===== src/rtl/pulse_event_scheduler_pkg.sv =====
// Shared types and constants for the pulse event scheduler.
package pulse_event_scheduler_pkg;

    localparam int EV_N = 3;

    typedef enum logic [1:0] {
        ST_IDLE    = 2'd0,
        ST_WAIT_HI = 2'd1,
        ST_WAIT_LO = 2'd2,
        ST_HOLD    = 2'd3
    } state_t;

endpackage


===== src/rtl/pulse_event_scheduler_if.sv =====
// Event-request / synchronizer-issue bundle between the logical layer and the scheduler.
interface pulse_event_scheduler_if;
    import pulse_event_scheduler_pkg::*;

    logic [EV_N-1:0] ev_req;
    logic            busy;
    logic [EV_N-1:0] sig_3bit;
    logic [EV_N-1:0] pending;
    logic [EV_N-1:0] overflow;
    logic            idle;

    modport slave (
        input  ev_req,
        input  busy,
        output sig_3bit,
        output pending,
        output overflow,
        output idle
    );

    modport master (
        output ev_req,
        output busy,
        input  sig_3bit,
        input  pending,
        input  overflow,
        input  idle
    );

endinterface


===== src/rtl/pulse_event_scheduler_sat_counter.sv =====
// Per-channel pending-request counter: saturates at all-ones, flags requests lost to saturation.
module sat_counter #(
    parameter int CNT_W = 3
) (
    input  logic             clk,
    input  logic             rst,
    input  logic             inc,
    input  logic             dec,
    output logic [CNT_W-1:0] cnt,
    output logic             ovf
);

    localparam logic [CNT_W-1:0] CNT_MAX = '1;
    localparam logic [CNT_W-1:0] CNT_ONE = CNT_W'(1);

    always_ff @(posedge clk) begin
        if (!rst) begin
            cnt <= '0;
            ovf <= 1'b0;
        end else begin
            ovf <= 1'b0;
            unique case ({inc, dec})
                2'b10: begin
                    if (cnt == CNT_MAX) ovf <= 1'b1;
                    else                cnt <= cnt + CNT_ONE;
                end
                2'b01: begin
                    if (cnt != '0) cnt <= cnt - CNT_ONE;
                end
                default: ;
            endcase
        end
    end

endmodule


===== src/rtl/pulse_event_scheduler.sv =====
// Fast-domain scheduler: counts per-channel event requests and issues them as
// single-cycle pulses to the pulse synchronizer, paced by its busy handshake.
//
// state    | meaning
// ---------+-------------------------------------------------------------
// IDLE     | free; issues all pending channels together when busy is low
// WAIT_HI  | after issue, waiting for busy to rise (bounded by BUSY_TO)
// WAIT_LO  | waiting for busy to fall
// HOLD     | enforcing GAP idle cycles before returning to IDLE
module pulse_event_scheduler
    import pulse_event_scheduler_pkg::*;
#(
    parameter int CNT_W   = 3,
    parameter int BUSY_TO = 4,
    parameter int GAP     = 2
) (
    input  logic                   clk,
    input  logic                   rst,
    pulse_event_scheduler_if.slave bus
);

    localparam int TMR_MAX = (BUSY_TO > GAP) ? BUSY_TO : GAP;
    localparam int TMR_W   = (TMR_MAX < 2) ? 1 : $clog2(TMR_MAX + 1);
    localparam logic [TMR_W-1:0] TMR_ONE    = TMR_W'(1);
    localparam logic [TMR_W-1:0] BUSY_TO_LD = TMR_W'(BUSY_TO);
    localparam logic [TMR_W-1:0] GAP_LD     = TMR_W'(GAP);

    state_t           state_q, state_d;
    logic [TMR_W-1:0] tmo_q, tmo_d;
    logic [TMR_W-1:0] gap_q, gap_d;
    logic [EV_N-1:0]  sig_q;
    logic [EV_N-1:0]  issue;
    logic [EV_N-1:0]  pend;
    logic [EV_N-1:0]  ovf;
    logic [CNT_W-1:0] cnt [EV_N];

    for (genvar i = 0; i < EV_N; i++) begin : g_ch
        sat_counter #(.CNT_W(CNT_W)) u_cnt (
            .clk (clk),
            .rst (rst),
            .inc (bus.ev_req[i]),
            .dec (issue[i]),
            .cnt (cnt[i]),
            .ovf (ovf[i])
        );
        assign pend[i] = |cnt[i];
    end

    always_comb begin
        state_d = state_q;
        tmo_d   = tmo_q;
        gap_d   = gap_q;
        issue   = '0;
        unique case (state_q)
            ST_IDLE: begin
                // Issue mask comes from counters, so same-cycle new requests wait a round.
                if ((|pend) && !bus.busy) begin
                    issue   = pend;
                    tmo_d   = BUSY_TO_LD;
                    state_d = ST_WAIT_HI;
                end
            end
            ST_WAIT_HI: begin
                if (tmo_q != '0) tmo_d = tmo_q - TMR_ONE;
                if (bus.busy || (tmo_q <= TMR_ONE)) state_d = ST_WAIT_LO;
            end
            ST_WAIT_LO: begin
                if (!bus.busy) begin
                    gap_d   = GAP_LD;
                    state_d = (GAP == 0) ? ST_IDLE : ST_HOLD;
                end
            end
            ST_HOLD: begin
                if (gap_q != '0) gap_d = gap_q - TMR_ONE;
                if (gap_q <= TMR_ONE) state_d = ST_IDLE;
            end
            default: state_d = ST_IDLE;
        endcase
    end

    always_ff @(posedge clk) begin
        if (!rst) begin
            state_q <= ST_IDLE;
            tmo_q   <= '0;
            gap_q   <= '0;
            sig_q   <= '0;
        end else begin
            state_q <= state_d;
            tmo_q   <= tmo_d;
            gap_q   <= gap_d;
            sig_q   <= issue;
        end
    end

    assign bus.sig_3bit = sig_q;
    assign bus.pending  = pend;
    assign bus.overflow = ovf;
    assign bus.idle     = (state_q == ST_IDLE) && !(|pend);

endmodule


===== src/flat_wrapper.sv =====
// flat-port wrapper written by rule: the top's interface ports become plain ports
module pulse_event_scheduler_flat import pulse_event_scheduler_pkg::*;
#(
    parameter int CNT_W   = 3,
    parameter int BUSY_TO = 4,
    parameter int GAP     = 2
)
  (clk, rst, bus_ev_req, bus_busy, bus_sig_3bit, bus_pending, bus_overflow, bus_idle);
  pulse_event_scheduler_if bus_i ();
  input  logic clk;
  input  logic rst;
  input wire logic [$bits(bus_i.ev_req)-1:0] bus_ev_req;
  input wire logic [$bits(bus_i.busy)-1:0] bus_busy;
  output wire logic [$bits(bus_i.sig_3bit)-1:0] bus_sig_3bit;
  output wire logic [$bits(bus_i.pending)-1:0] bus_pending;
  output wire logic [$bits(bus_i.overflow)-1:0] bus_overflow;
  output wire logic [$bits(bus_i.idle)-1:0] bus_idle;
  assign bus_i.ev_req = bus_ev_req;
  assign bus_i.busy = bus_busy;
  assign bus_sig_3bit = bus_i.sig_3bit;
  assign bus_pending = bus_i.pending;
  assign bus_overflow = bus_i.overflow;
  assign bus_idle = bus_i.idle;
  pulse_event_scheduler #(.CNT_W(CNT_W), .BUSY_TO(BUSY_TO), .GAP(GAP)) u_core (.clk(clk), .rst(rst), .bus(bus_i));
endmodule

===== config.mk =====
export PLATFORM = sky130hd
export DESIGN_NAME = pulse_event_scheduler_flat
export DESIGN_NICKNAME = d
export VERILOG_FILES = /design/src/rtl/pulse_event_scheduler_pkg.sv /design/src/rtl/pulse_event_scheduler_if.sv /design/src/rtl/pulse_event_scheduler_sat_counter.sv /design/src/rtl/pulse_event_scheduler.sv /design/src/flat_wrapper.sv
export SDC_FILE = /design/constraint.sdc
export NUM_CORES = 1
export LEC_CHECK = 0
export BUFFER_PORTS_ARGS = -buffer_cell sky130_fd_sc_hd__buf_2
export CELL_PAD_IN_SITES_DETAIL_PLACEMENT = 1
export CELL_PAD_IN_SITES_GLOBAL_PLACEMENT = 2
export CORE_UTILIZATION = 37
export CTS_CLUSTER_DIAMETER = 100
export DETAILED_ROUTE_END_ITERATION = 10
export PLACE_DENSITY = 0.82
export SYNTH_ARGS = -nofsm -noshare
export SYNTH_HDL_FRONTEND = slang
export SYNTH_HIERARCHICAL = 1
export SYNTH_SLANG_ARGS = --single-unit
export TNS_END_PERCENT = 1

===== constraint.sdc =====
create_clock -name clk -period 4.5 [get_ports clk]
set_input_delay 0.45 -clock clk [delete_from_list [all_inputs] [get_ports clk]]
set_output_delay 0.45 -clock clk [all_outputs]
set_load 0.01 [all_outputs]

==> flow_summary.yaml <==
setup_path:
  arrival_ns: 2.97
  critPathMaxFanout: 7
  crit_required_ns: 4.65
  end_kind: "flop"
  start_kind: "flop"
  setup.worst_path.class: "reg2reg"
  reg2regPathDepth: 11
die:
  core_sq_um: 4000
  ios: 16
  die_h_um: 66.4
  fp.dieW_um: 66.4
  rows: 23
  start_util_pct: 38.4
  dieArea_sq_um: 4410
cts:
  cts_resized: 0
  insertion_delay_ns: 0.27
  cts_setup_buffers: 0
  clock-sinks: 23
  hold_buffers: 0
  clk_pin_slew_ns: 0.09
  cts_buffers: 3
  htreeDepth: 1
  clk_path_buf_depth: 2
  cts_tree: "yes"
  cts_root_buffer: "clkbuf_8"
place:
  gp_congestion: 0.751
  hpwlAfterDp_mm: 2.86
  dp.cells: 251
  io_buffers: 15
  placed_area_sq_um: 1670
timing:
  fin_crit_sh_pct: 62.8
  relSlewSlack_pct: 61.4
  hold_slack_ns: 0.461
  drv_slew: 0
  fmax_ghz: 0.354
  hold_viol: 0
  fin_skew_ns: 0.00609
  post-route-min-period_ns: 2.82
  fin_setup_tns_ns: 0
  rsz0062_at_grt: "no"
  setup_violations: 0
  tightest_slew_ns: 0.575
synth:
  yosysUniqueCellTypes: 40
  synth_fp_nets: 207
  synth_edf_count: 0
  syn_area_per_cell_sq_um: 8.22
  synth.area.top_cells: "dfxtp_1 (30%), ha_1 (9.0%), inv_1 (5.1%)"
  ys_seq_area_share_pct: 30.0
  yosysTopAreaCell: "dfxtp_1"
  syn_inst: 187
  synth_seq_cells: 23
  yosysMostFrequentCell: "dfxtp_1"
  synth-main-ff-cell: "dfxtp_1"
  synth_top_area_share_pct: 30.0
  synthTopCellsByCount: "dfxtp_1 (23), inv_1 (21), nand2_1 (17), nor2_1 (14), ha_1 (11)"
  ys.warnings.count: 6
  postSynth.asyncResetShare_pct: 0
  syn-cell-area_sq_um: 1540
routing:
  wl_per_cell_um: 14.6
  drt_first_pass_iters: 4
  vias: 1387
  wl_mm: 3.72
  ant_nets: 0
  drtIter0Drc: 63
  viasPerCell: 5.44
  drc_errors: 0
global_route:
  grt_pass1_wl_mm: 6.65
  grt_pass1_vias: 1474
  grt_max_degree: 22
  antenna_found_initial: 0
  grtUsageTotal_pct: 19.4
  overflow: 0
pwr:
  power_leakage_nw: 0.692
  pwr_density_cell_nw_per_um2: 470
  peakVddDrop_mv: 0.226
  power_mw: 0.807
outcome:
  outcome: "completed"
hold_path:
  whs_path_depth: 3
  min_path_type: "in2reg"
cells_and_area:
  syn2layout_area_growth_pct: 11.7
  drive_above_1_share_pct: 14.6
  n_antenna_cell: 0
  finalNonFillerCells: 255
  layout.nets: 226
  postLayoutCellArea_sq_um: 1720
run:
  max_cap_violations: 0
-- cells by family (layout without fill, tap and decap cells) --
logic type	count (synthesis)	after routing	share of synthesized area [%]
AO/OA/AOI/OAI	50	50	23.1
XOR/XNOR	1	1	0.570
adder cells (fa/ha/maj)	14	14	12.9
buffers and inverters	25	43	6.11
flip-flops	23	23	30.0
multiplexers	3	3	1.95
AND/OR/NAND/NOR	71	71	25.4
-- state kept, by name (all words and copies together) (netlist names) --
register               cells
u_core/bus.sig_3bit        3
u_core/g_ch.u_cnt/ovf      3
u_core/gap_q               3
u_core/state_q             2
u_core/g_ch.u_cnt/cnt      9
u_core/tmo_q               3
-- metrics by stage --
stage	worst slack (ns)	util, %
2_1_floorplan	2.16	-
3_3_place_gp	1.83	41.8
3_5_place_dp	1.69	41.8
4_1_cts	1.67	42.9
5_1_grt	1.37	42.9
6_report	1.68	42.9
-- critical path: stages, from the launching register on --
cell      delay (ns)
dfxtp_1         0.36
inv_1           0.13
ha_1            0.26
nand2b_1        0.13
nor2_1          0.38
and2b_4         0.27
inv_2           0.06
fa_1            0.46
nor3b_1         0.34
a22oi_1         0.12
o21ai_1         0.15
a211oi_1        0.06
-- power by group --
part	switching, mW	internal (mW)
sequential	0.0413	0.241
clock	0.0709	0.0619
combinational	0.219	0.173
total	0.331	0.476
-- metal layers --
layer	wire [um]	track usage, %
met4	19	2.66
met3	65	3.97
met5	0	0
met1	1680	22.4
met2	1960	37.0
-- layout by cell type, fill, tap and decap left out, types with 2 or more instances in the layout --
| cell type | synthesis | final |
|---|---|---|
| dfxtp_1 | 23 | 23 |
| nand2_1 | 17 | 17 |
| inv_1 | 21 | 21 |
| nor2_1 | 14 | 14 |
| a211oi_1 | 9 | 9 |
| o21ai_0 | 4 | 4 |
| nand3_1 | 10 | 10 |
| o211a_1 | 2 | 2 |
| nor2b_2 | 3 | 3 |
| a211o_1 | 3 | 3 |
| nand3b_1 | 7 | 7 |
| o21ai_1 | 6 | 6 |
| a22oi_1 | 6 | 6 |
| o221ai_1 | 2 | 2 |
| buf_2 | 0 | 15 |
| o21bai_1 | 3 | 3 |
| and2b_4 | 3 | 3 |
| inv_2 | 3 | 3 |
| nor3b_1 | 3 | 3 |
| a21oi_1 | 4 | 4 |
| o22ai_1 | 3 | 3 |
| mux2i_1 | 3 | 3 |
| fa_1 | 3 | 3 |
| a21boi_0 | 2 | 2 |
| ha_1 | 11 | 11 |
| nand4_1 | 2 | 2 |
| nor3_1 | 6 | 6 |
| clkbuf_8 | 0 | 3 |
-- layout make-up --
| class | count | area [sq um] |
|---|---|---|
| Clock buffer | 3 | 41.3 |
| Clock inverter | 1 | 5.00 |
| Fill cell | 496 | 2280 |
| Inverter | 24 | 90.1 |
| Multi-Input combinational cell | 139 | 982 |
| Sequential cell | 23 | 460 |
| Tap cell | 50 | 62.6 |
| Timing Repair Buffer | 15 | 75.1 |
-- path summary, 6_finish.rpt --
path                            slack (ns)                      startpoint                                  endpoint
worst max-delay path                  1.68  u_core/state_q[1]$_SDFFE_PN0P_  u_core/g_ch[0].u_cnt/cnt[2]$_SDFFE_PN0P_
worst min-delay path                  0.46                   bus_ev_req[0]       u_core/g_ch[0].u_cnt/ovf$_SDFF_PN0_
worst max register to register        1.68  u_core/state_q[1]$_SDFFE_PN0P_  u_core/g_ch[0].u_cnt/cnt[2]$_SDFFE_PN0P_
worst min register to register        0.49    u_core/tmo_q[1]$_SDFFE_PN0P_              u_core/tmo_q[1]$_SDFFE_PN0P_
Note: power is estimated with default switching activity, not from simulation.
